<file path="src/rtl/matrix_result_streamer_pkg.sv">
// Shared constants and types for the matrix result path.
// The multiplication ALU and its loaders reuse the same geometry and state encoding.
package matrix_result_streamer_pkg;

  localparam int MAT_ROWS   = 5;
  localparam int MAT_COLS   = 5;
  localparam int MAT_ELEM_W = 8;
  localparam int MAT_W      = MAT_ROWS * MAT_COLS * MAT_ELEM_W;
  localparam int IDX_W      = 3;
  localparam int NUM_ELEMS  = MAT_ROWS * MAT_COLS;

  typedef enum logic [0:0] {
    ST_IDLE = 1'b0,
    ST_SEND = 1'b1
  } state_t;

  // Bit offset of element (r,c) inside a row-major flattened matrix.
  function automatic int elem_lsb(input int r, input int c, input int cols, input int elem_w);
    return (r * cols * elem_w) + (c * elem_w);
  endfunction

endpackage

</file>
<file path="src/rtl/matrix_element_select.sv">
// Combinational (row,col) -> element mux over a row-major flattened matrix.
// Out-of-range indices return zero rather than an arbitrary slice.
module matrix_element_select
  import matrix_result_streamer_pkg::*;
#(
  parameter int ROWS   = MAT_ROWS,
  parameter int COLS   = MAT_COLS,
  parameter int ELEM_W = MAT_ELEM_W
) (
  input  logic [ROWS*COLS*ELEM_W-1:0] matrix,
  input  logic [IDX_W-1:0]            row,
  input  logic [IDX_W-1:0]            col,
  output logic [ELEM_W-1:0]           elem
);

  localparam int FLAT_W = ROWS * COLS * ELEM_W;
  localparam int SEL_W  = $clog2(FLAT_W);

  logic [SEL_W-1:0] lsb_s;

  // Pick the addressed element; indices outside the matrix yield zero.
  always_comb begin
    lsb_s = '0;
    elem  = '0;
    if ((int'(row) < ROWS) && (int'(col) < COLS)) begin
      lsb_s = SEL_W'(elem_lsb(int'(row), int'(col), COLS, ELEM_W));
      elem  = matrix[lsb_s +: ELEM_W];
    end else begin
      lsb_s = '0;
      elem  = '0;
    end
  end

endmodule

</file>
<file path="src/rtl/matrix_result_streamer.sv">
// Captures a finished matrix into a shadow register and streams its elements
// in row-major order over a valid/ready interface. All outputs are registered:
// the next element is selected from the next-cycle shadow and indices, so the
// first element is available the cycle after capture without a bubble.
module matrix_result_streamer
  import matrix_result_streamer_pkg::*;
#(
  parameter int ROWS   = MAT_ROWS,
  parameter int COLS   = MAT_COLS,
  parameter int ELEM_W = MAT_ELEM_W
) (
  input  logic                        clock,
  input  logic                        reset_n,
  input  logic                        start,
  input  logic [ROWS*COLS*ELEM_W-1:0] matrix_flat,
  input  logic                        overflow_in,
  input  logic                        out_ready,
  output logic                        out_valid,
  output logic [ELEM_W-1:0]           out_data,
  output logic [IDX_W-1:0]            out_row,
  output logic [IDX_W-1:0]            out_col,
  output logic                        out_last,
  output logic                        out_overflow,
  output logic                        busy,
  output logic                        finished,
  output logic                        start_ignored
);

  localparam int FLAT_W = ROWS * COLS * ELEM_W;
  localparam logic [IDX_W-1:0] LAST_ROW = IDX_W'(ROWS - 1);
  localparam logic [IDX_W-1:0] LAST_COL = IDX_W'(COLS - 1);

  state_t              state_r;
  logic [IDX_W-1:0]    row_r;
  logic [IDX_W-1:0]    col_r;
  logic [FLAT_W-1:0]   shadow_r;

  state_t              state_nxt_s;
  logic [IDX_W-1:0]    row_nxt_s;
  logic [IDX_W-1:0]    col_nxt_s;
  logic [FLAT_W-1:0]   shadow_nxt_s;
  logic                capture_s;
  logic                hs_s;
  logic                last_hs_s;
  logic                send_nxt_s;
  logic                last_nxt_s;
  logic [ELEM_W-1:0]   elem_s;

  // Next-state, next-index and shadow-load decisions for the coming edge.
  always_comb begin
    capture_s    = (state_r == ST_IDLE) && start;
    hs_s         = (state_r == ST_SEND) && out_valid && out_ready;
    last_hs_s    = hs_s && out_last;
    state_nxt_s  = state_r;
    row_nxt_s    = row_r;
    col_nxt_s    = col_r;
    shadow_nxt_s = shadow_r;
    if (capture_s) begin
      state_nxt_s  = ST_SEND;
      row_nxt_s    = '0;
      col_nxt_s    = '0;
      shadow_nxt_s = matrix_flat;
    end else if (last_hs_s) begin
      state_nxt_s  = ST_IDLE;
      row_nxt_s    = '0;
      col_nxt_s    = '0;
    end else if (hs_s) begin
      if (col_r == LAST_COL) begin
        col_nxt_s = '0;
        row_nxt_s = row_r + IDX_W'(1);
      end else begin
        col_nxt_s = col_r + IDX_W'(1);
        row_nxt_s = row_r;
      end
    end else begin
      state_nxt_s = state_r;
    end
    send_nxt_s = (state_nxt_s == ST_SEND);
    last_nxt_s = send_nxt_s && (row_nxt_s == LAST_ROW) && (col_nxt_s == LAST_COL);
  end

  matrix_element_select #(
    .ROWS   (ROWS),
    .COLS   (COLS),
    .ELEM_W (ELEM_W)
  ) u_select (
    .matrix (shadow_nxt_s),
    .row    (row_nxt_s),
    .col    (col_nxt_s),
    .elem   (elem_s)
  );

  // Streaming FSM: state, indices, shadow capture and all registered outputs.
  always_ff @(posedge clock or negedge reset_n) begin
    if (!reset_n) begin
      state_r       <= ST_IDLE;
      row_r         <= '0;
      col_r         <= '0;
      shadow_r      <= '0;
      out_valid     <= 1'b0;
      out_data      <= '0;
      out_row       <= '0;
      out_col       <= '0;
      out_last      <= 1'b0;
      out_overflow  <= 1'b0;
      busy          <= 1'b0;
      finished      <= 1'b0;
      start_ignored <= 1'b0;
    end else begin
      state_r       <= state_nxt_s;
      row_r         <= row_nxt_s;
      col_r         <= col_nxt_s;
      shadow_r      <= shadow_nxt_s;
      out_valid     <= send_nxt_s;
      busy          <= send_nxt_s;
      out_data      <= send_nxt_s ? elem_s : '0;
      out_row       <= send_nxt_s ? row_nxt_s : '0;
      out_col       <= send_nxt_s ? col_nxt_s : '0;
      out_last      <= last_nxt_s;
      out_overflow  <= capture_s ? overflow_in : out_overflow;
      finished      <= last_hs_s;
      start_ignored <= start && (state_r == ST_SEND);
    end
  end

endmodule

</file>
<file path="config.mk">
export PLATFORM = sky130hd
export DESIGN_NAME = matrix_result_streamer
export DESIGN_NICKNAME = d
export VERILOG_FILES = /design/src/rtl/matrix_result_streamer_pkg.sv /design/src/rtl/matrix_element_select.sv /design/src/rtl/matrix_result_streamer.sv
export SDC_FILE = /design/constraint.sdc
export NUM_CORES = 1
export LEC_CHECK = 0
export BUFFER_PORTS_ARGS = -buffer_cell sky130_fd_sc_hd__buf_2
export CORE_MARGIN = 1.5
export CORE_UTILIZATION = 40
export DETAILED_ROUTE_END_ITERATION = 10
export GPL_ROUTABILITY_DRIVEN = 0
export SYNTH_ARGS = -nofsm -noshare
export SYNTH_HDL_FRONTEND = slang
export SYNTH_SLANG_ARGS = --single-unit
</file>
<file path="constraint.sdc">
create_clock -name clock -period 5.2 [get_ports clock]
set_clock_uncertainty 0.15 [all_clocks]
set_input_delay 0 -clock clock [delete_from_list [all_inputs] [get_ports clock]]
set_output_delay 0 -clock clock [all_outputs]
set_load 0.01 [all_outputs]
</file>
Word level (Yosys, flattened, before mapping):

Index checks and enable logic that the tools add are counted.

* register bits: 225
* input port bits: 205

* add/subtract/negate cells: 3
* multiply operators: 1
* $lt $le $gt $ge: 2
* equal/unequal tests: 3
* shift-type cells: 1
* mux-type cells: 15
* bitwise logic cells: 1
* reduce and logical (&&, ||, !) cells: 7

Operators with widths (count)
* $mux W200: 1
* $shiftx A200 B9 Y8: 1
* $mux W3: 10
* $mux W8: 2
* $eq A3 B3 Y1 const B: 3
* $add A8 B7 Y8: 1
* $logic_and A1 B1 Y1: 7
* $add A3 B1 Y3 const B: 2
* $lt A3 B3 Y1 const B: 2
* $mul A3 B3 Y5 const B: 1
* $mux W1: 2
* $not A1 Y1: 1

Longest topological paths before layout:

* depth after elaboration: 10
* gate-level depth with buffers: 15
* mapped depth without buffers: 13

By module:

A second synthesis with hierarchy kept.

* cells, all modules: 667
* area, all modules: 10354.9 µm²

By module, submodules not included
* matrix_result_streamer: times used 1, cells an instance 508, area an instance 8414.3 µm², seq. area each 5630.4 µm²
* matrix_element_select: times used 1, cells an instance 159, area an instance 1940.6 µm², seq. area each 0.0 µm²

Worst setup path after synthesis:

Ideal clock, no wire load.

* kind: register to register
* from: register col_r[0]
* to: register out_data[2]
* data arrival time: 3380 ps
* path slack: 1548 ps
* stages on the path, launching flop included: 14
* period minus slack after synthesis: 3652 ps
* path through: dfrtp_1 -> inv_1 -> ha_1 -> nand4_4 -> o21ai_0 -> a21oi_1 -> ha_1 -> ha_1 -> a21oi_1 -> or3_1 -> a221oi_4 -> nor3_4 -> o21a_1 -> a2111oi_1

* cells in the longest elaborated chain, start to end: 10
* elaborated cells on any way between the ends: 18

Ends and longest elaborated chain
* from (decl): RTL line matrix_result_streamer.sv:35 `logic [IDX_W-1:0] col_r;`
* from (signal assigned): RTL line matrix_result_streamer.sv:112 `col_r <= col_nxt_s;`
* $eq A3 B3 Y1 *: RTL line matrix_result_streamer.sv:68 `if (col_r == LAST_COL) begin`
* $mux W3 *: RTL line matrix_result_streamer.sv:68
* $mux W3 *: RTL line matrix_result_streamer.sv:67 `end else if (hs_s) begin`
* $mux W3 *: RTL line matrix_result_streamer.sv:63 `end else if (last_hs_s) begin`
* $mux W3 *: RTL line matrix_result_streamer.sv:58 `if (capture_s) begin`
* named net row_nxt_s[2]: RTL line matrix_result_streamer.sv:39 `logic [IDX_W-1:0] row_nxt_s;`
* $mul A3 B3 Y5: RTL line matrix_result_streamer_pkg.sv:19 `return (r * cols * elem_w) + (c * elem_w);`
* $add A8 B7 Y8: RTL line matrix_result_streamer_pkg.sv:19
* $shiftx A200 B9 Y8: RTL line matrix_element_select.sv:27 `elem = matrix[lsb_s +: ELEM_W];`
* $mux W8 *: RTL line matrix_element_select.sv:25 `if ((int'(row) < ROWS) && (int'(col) < COLS)) begin`
* $mux W8 *: RTL line matrix_result_streamer.sv:116 `out_data <= send_nxt_s ? elem_s : '0;`
* to (signal assigned): RTL line matrix_result_streamer.sv:116
* to (decl): RTL line matrix_result_streamer.sv:19 `output logic [ELEM_W-1:0] out_data,`

The timed path passes the listed nets; every way through them passes the cells marked *.
A chain may end at the register's enable or synchronous reset.

Final worst setup path:

* from: register col_r[0]
* to: register out_data[6]

The elaborated chain is that of the path after synthesis.

==> metrics.yaml <==
status:
  status: "completed"
logic_synthesis:
  yosysWarnings: 0
  synth.area.top_cells: "dfrtp_1 (50%), nand2_1 (16%), mux4_2 (14%)"
  ys_types: 51
  syn-cell-area_um2: 11400
  synth-seq-cells: 225
  synth_edf_count: 0
  synth_top_area_share_pct: 49.5
  syn-num-nets: 1292
  synth-async-reset-ratio_pct: 100
  synth_area_leader_cell: "dfrtp_1"
  synth_flop_cell: "dfrtp_1"
  synthCells: 1078
  syn_avg_cell_area_um2: 10.5
  yosysSeqAreaShare_pct: 49.5
floorplan:
  die_x_um: 172
  pin_count: 225
  initial_core_util_pct: 40.8
  rows: 61
  die_y_um: 172
  core_um2: 27900
  die-area_um2: 29400
global_routing:
  grt_max_degree: 159
  antenna_found_initial: 0
  groute.usage.overall_pct: 23.6
  grt_pass1_vias: 9982
  grt_pass1_wl_um: 53600
  overflow: 0
critical_path:
  required_ns: 5.45
  path_max_fanout: 23
  crit_chain: "inv_1 -> ha_1 -> nand4_4 -> o21ai_0 -> a21oi_1 -> ha_1 -> ha_1 -> xor2_1 -> nand2_1 -> o22ai_1 -> a211oi_1 -> o2bb2ai_1 -> a2111oi_1"
  setup.worst_path.end_class: "flop"
  cp.arrival_ns: 4.48
  path_class: "reg -> reg"
  crit_buf_inv: 1
  reg2reg_depth: 13
  crit_cells: 13
  crit_top_cell: "ha_1"
  critPathLaunchType: "flop"
  critPathMaxStageDelay_ns: 0.63
  critical_path.top_delay_family: "compound AO/OA/AOI/OAI gates"
  slowest_stage: "nand2_1"
  critPathLaunch: "col_r[0]"
  r2r_start: "col_r[0]"
power:
  p_leak_uw: 0.00777
  ir_drop_uv: 542
  power.density_nw_per_um2: 566
clock_network:
  clockBufferDepth: 3
  clock_latency_ns: 0.53
  cts_root_buffer: "clkbuf_16"
  h-tree-depth: 1
  clock-sinks: 225
  clk_pin_slew_ns: 0.06
  numCtsBuffers: 27
  cts_tree: "built"
  postCtsResizedCells: 0
  post_cts_buffers: 0
drt:
  routed_wl_um: 34100
  dr_total_vias: 9554
  drcViolationCount: 0
  dr.pass1.iters: 5
  wl_per_cell_um: 18.1
  ant_nets: 0
  viasPerCell: 5.06
  first_iter_violations: 671
sta:
  hold_viol_final: 0
  finalWorstSetupSlack_ns: 0.971
  rsz0062_at_grt: "false"
  relSlewSlack_pct: 34.0
  min_period_ns: 4.23
  worst_slew_pin_slew_ns: 0.990
  fin_crit_sh_pct: 81.3
  fin_setup_tns_ns: 0
  drv_slew: 0
  setup_viol: 0
  fmaxAchievable_mhz: 236
finish:
  syn_to_final_growth_pct: 40.2
  n_fill_cell: 2292
  layout-drive-gt1-share_pct: 28.9
  nets: 1703
  n_antenna_cell: 0
  multiInputGateArea_um2: 5360
  layout_commonest_cell: "nand2_1"
  area.sequential_um2: 5630
  final_cell_mix: "nand2_1 (476), dfrtp_1 (225), buf_2 (223)"
min_path:
  holdCritStartpoint: "overflow_in"
  hold_depth: 4
  hp-class: "in -> reg"
run:
  drv_cap: 0
placed_design:
  dp_hpwl_um: 22300
  port_buffers: 224
  place_ws_ns: 0.916
-- worst paths after layout --
path | slack (ns) | to
setup / recovery | 0.97 | out_data[6]
hold / removal | 0.05 | out_overflow
setup reg to reg | 0.97 | out_data[6]
hold reg to reg | 0.32 | shadow_r[31]
max in group asynchronous | 3.65 | shadow_r[112]
min in group asynchronous | 0.46 | out_col[1]
-- where the power goes --
group	switching, uW	internal (uW)
logic	2720	2010
clock network	761	1380
registers	119	2030
-- synth_stat cells, types with 5 or more instances --
cell type and n:
a2111oi_1 8, buf_2 10, buf_4 5, buf_6 11, clkbuf_1 42, dfrtp_1 225
ha_1 8, inv_1 6, mux2_2 68, mux4_2 72, nand2_1 476, nor2_1 24
nor2b_1 7, nor3_1 5, o21a_1 7, o22ai_1 51
-- state kept, by name (all words and copies together), names as in the netlist --
register	flops
out_data	8
shadow_r	200
out_col	3
out_last	1
col_r	3
out_overflow	1
state_r	1
out_row	3
start_ignored	1
finished	1
row_r	3
-- per-stage QoR --
step / instance area (um2) / util [%] / hold WS (ns) / std cells / total power [uW]
floorplan: 11400 / - / -0.446 / 1078 / 5350
global placement: 12700 / 45.7 / -0.110 / 1622 / 6720
detailed placement: 12700 / 45.7 / -0.106 / 1622 / 6780
CTS: 15900 / 57.2 / 0.0256 / 1888 / 9080
global route: 15900 / 57.2 / 0.0586 / 1888 / 9550
finish: 15900 / 57.2 / 0.0536 / 1888 / 9020
-- worst reg2reg max path: stages (launching register included) --
cell,delay (ns)
dfrtp_1,0.38
inv_1,0.12
ha_1,0.25
nand4_4,0.15
o21ai_0,0.44
a21oi_1,0.19
ha_1,0.32
ha_1,0.34
xor2_1,0.21
nand2_1,0.63
o22ai_1,0.24
a211oi_1,0.26
o2bb2ai_1,0.08
a2111oi_1,0.34
-- cell families after synthesis --
group | share of synthesized area, %
adder cells (fa/ha/maj) | 1.06
AO/OA/AOI/OAI | 5.60
XOR/XNOR | 0.385
AND/OR/NAND/NOR | 18.7
buffers and inverters | 3.48
multiplexers | 21.2
flip-flops | 49.5
-- what timing repair did --
action | in CTS | in global routing
setup endpoints to repair | 0 | 0
endpoints found under the hold margin | 301 | 0
hold buffers | 216 | 0
-- area by class of cell --
class / count / area share (%)
Clock buffer: 35 / 4.74
Clock inverter: 15 / 1.68
Inverter: 6 / 0.141
Multi-Input combinational cell: 778 / 33.7
Sequential cell: 225 / 35.3
Tap cell: 378 / 2.97
Timing Repair Buffer: 451 / 21.5
-- per-layer routing --
layer  vias to the layer above  share of wire (%)  track usage (%)
li1                       4519                  -                -
met1                      4666                 43             31.3
met2                       308                 48             39.3
met3                        61                6.3             4.58
met4                         0                2.5             6.64
met5                         -                  0                0
No activity file was read; power rests on OpenSTA's default activity.
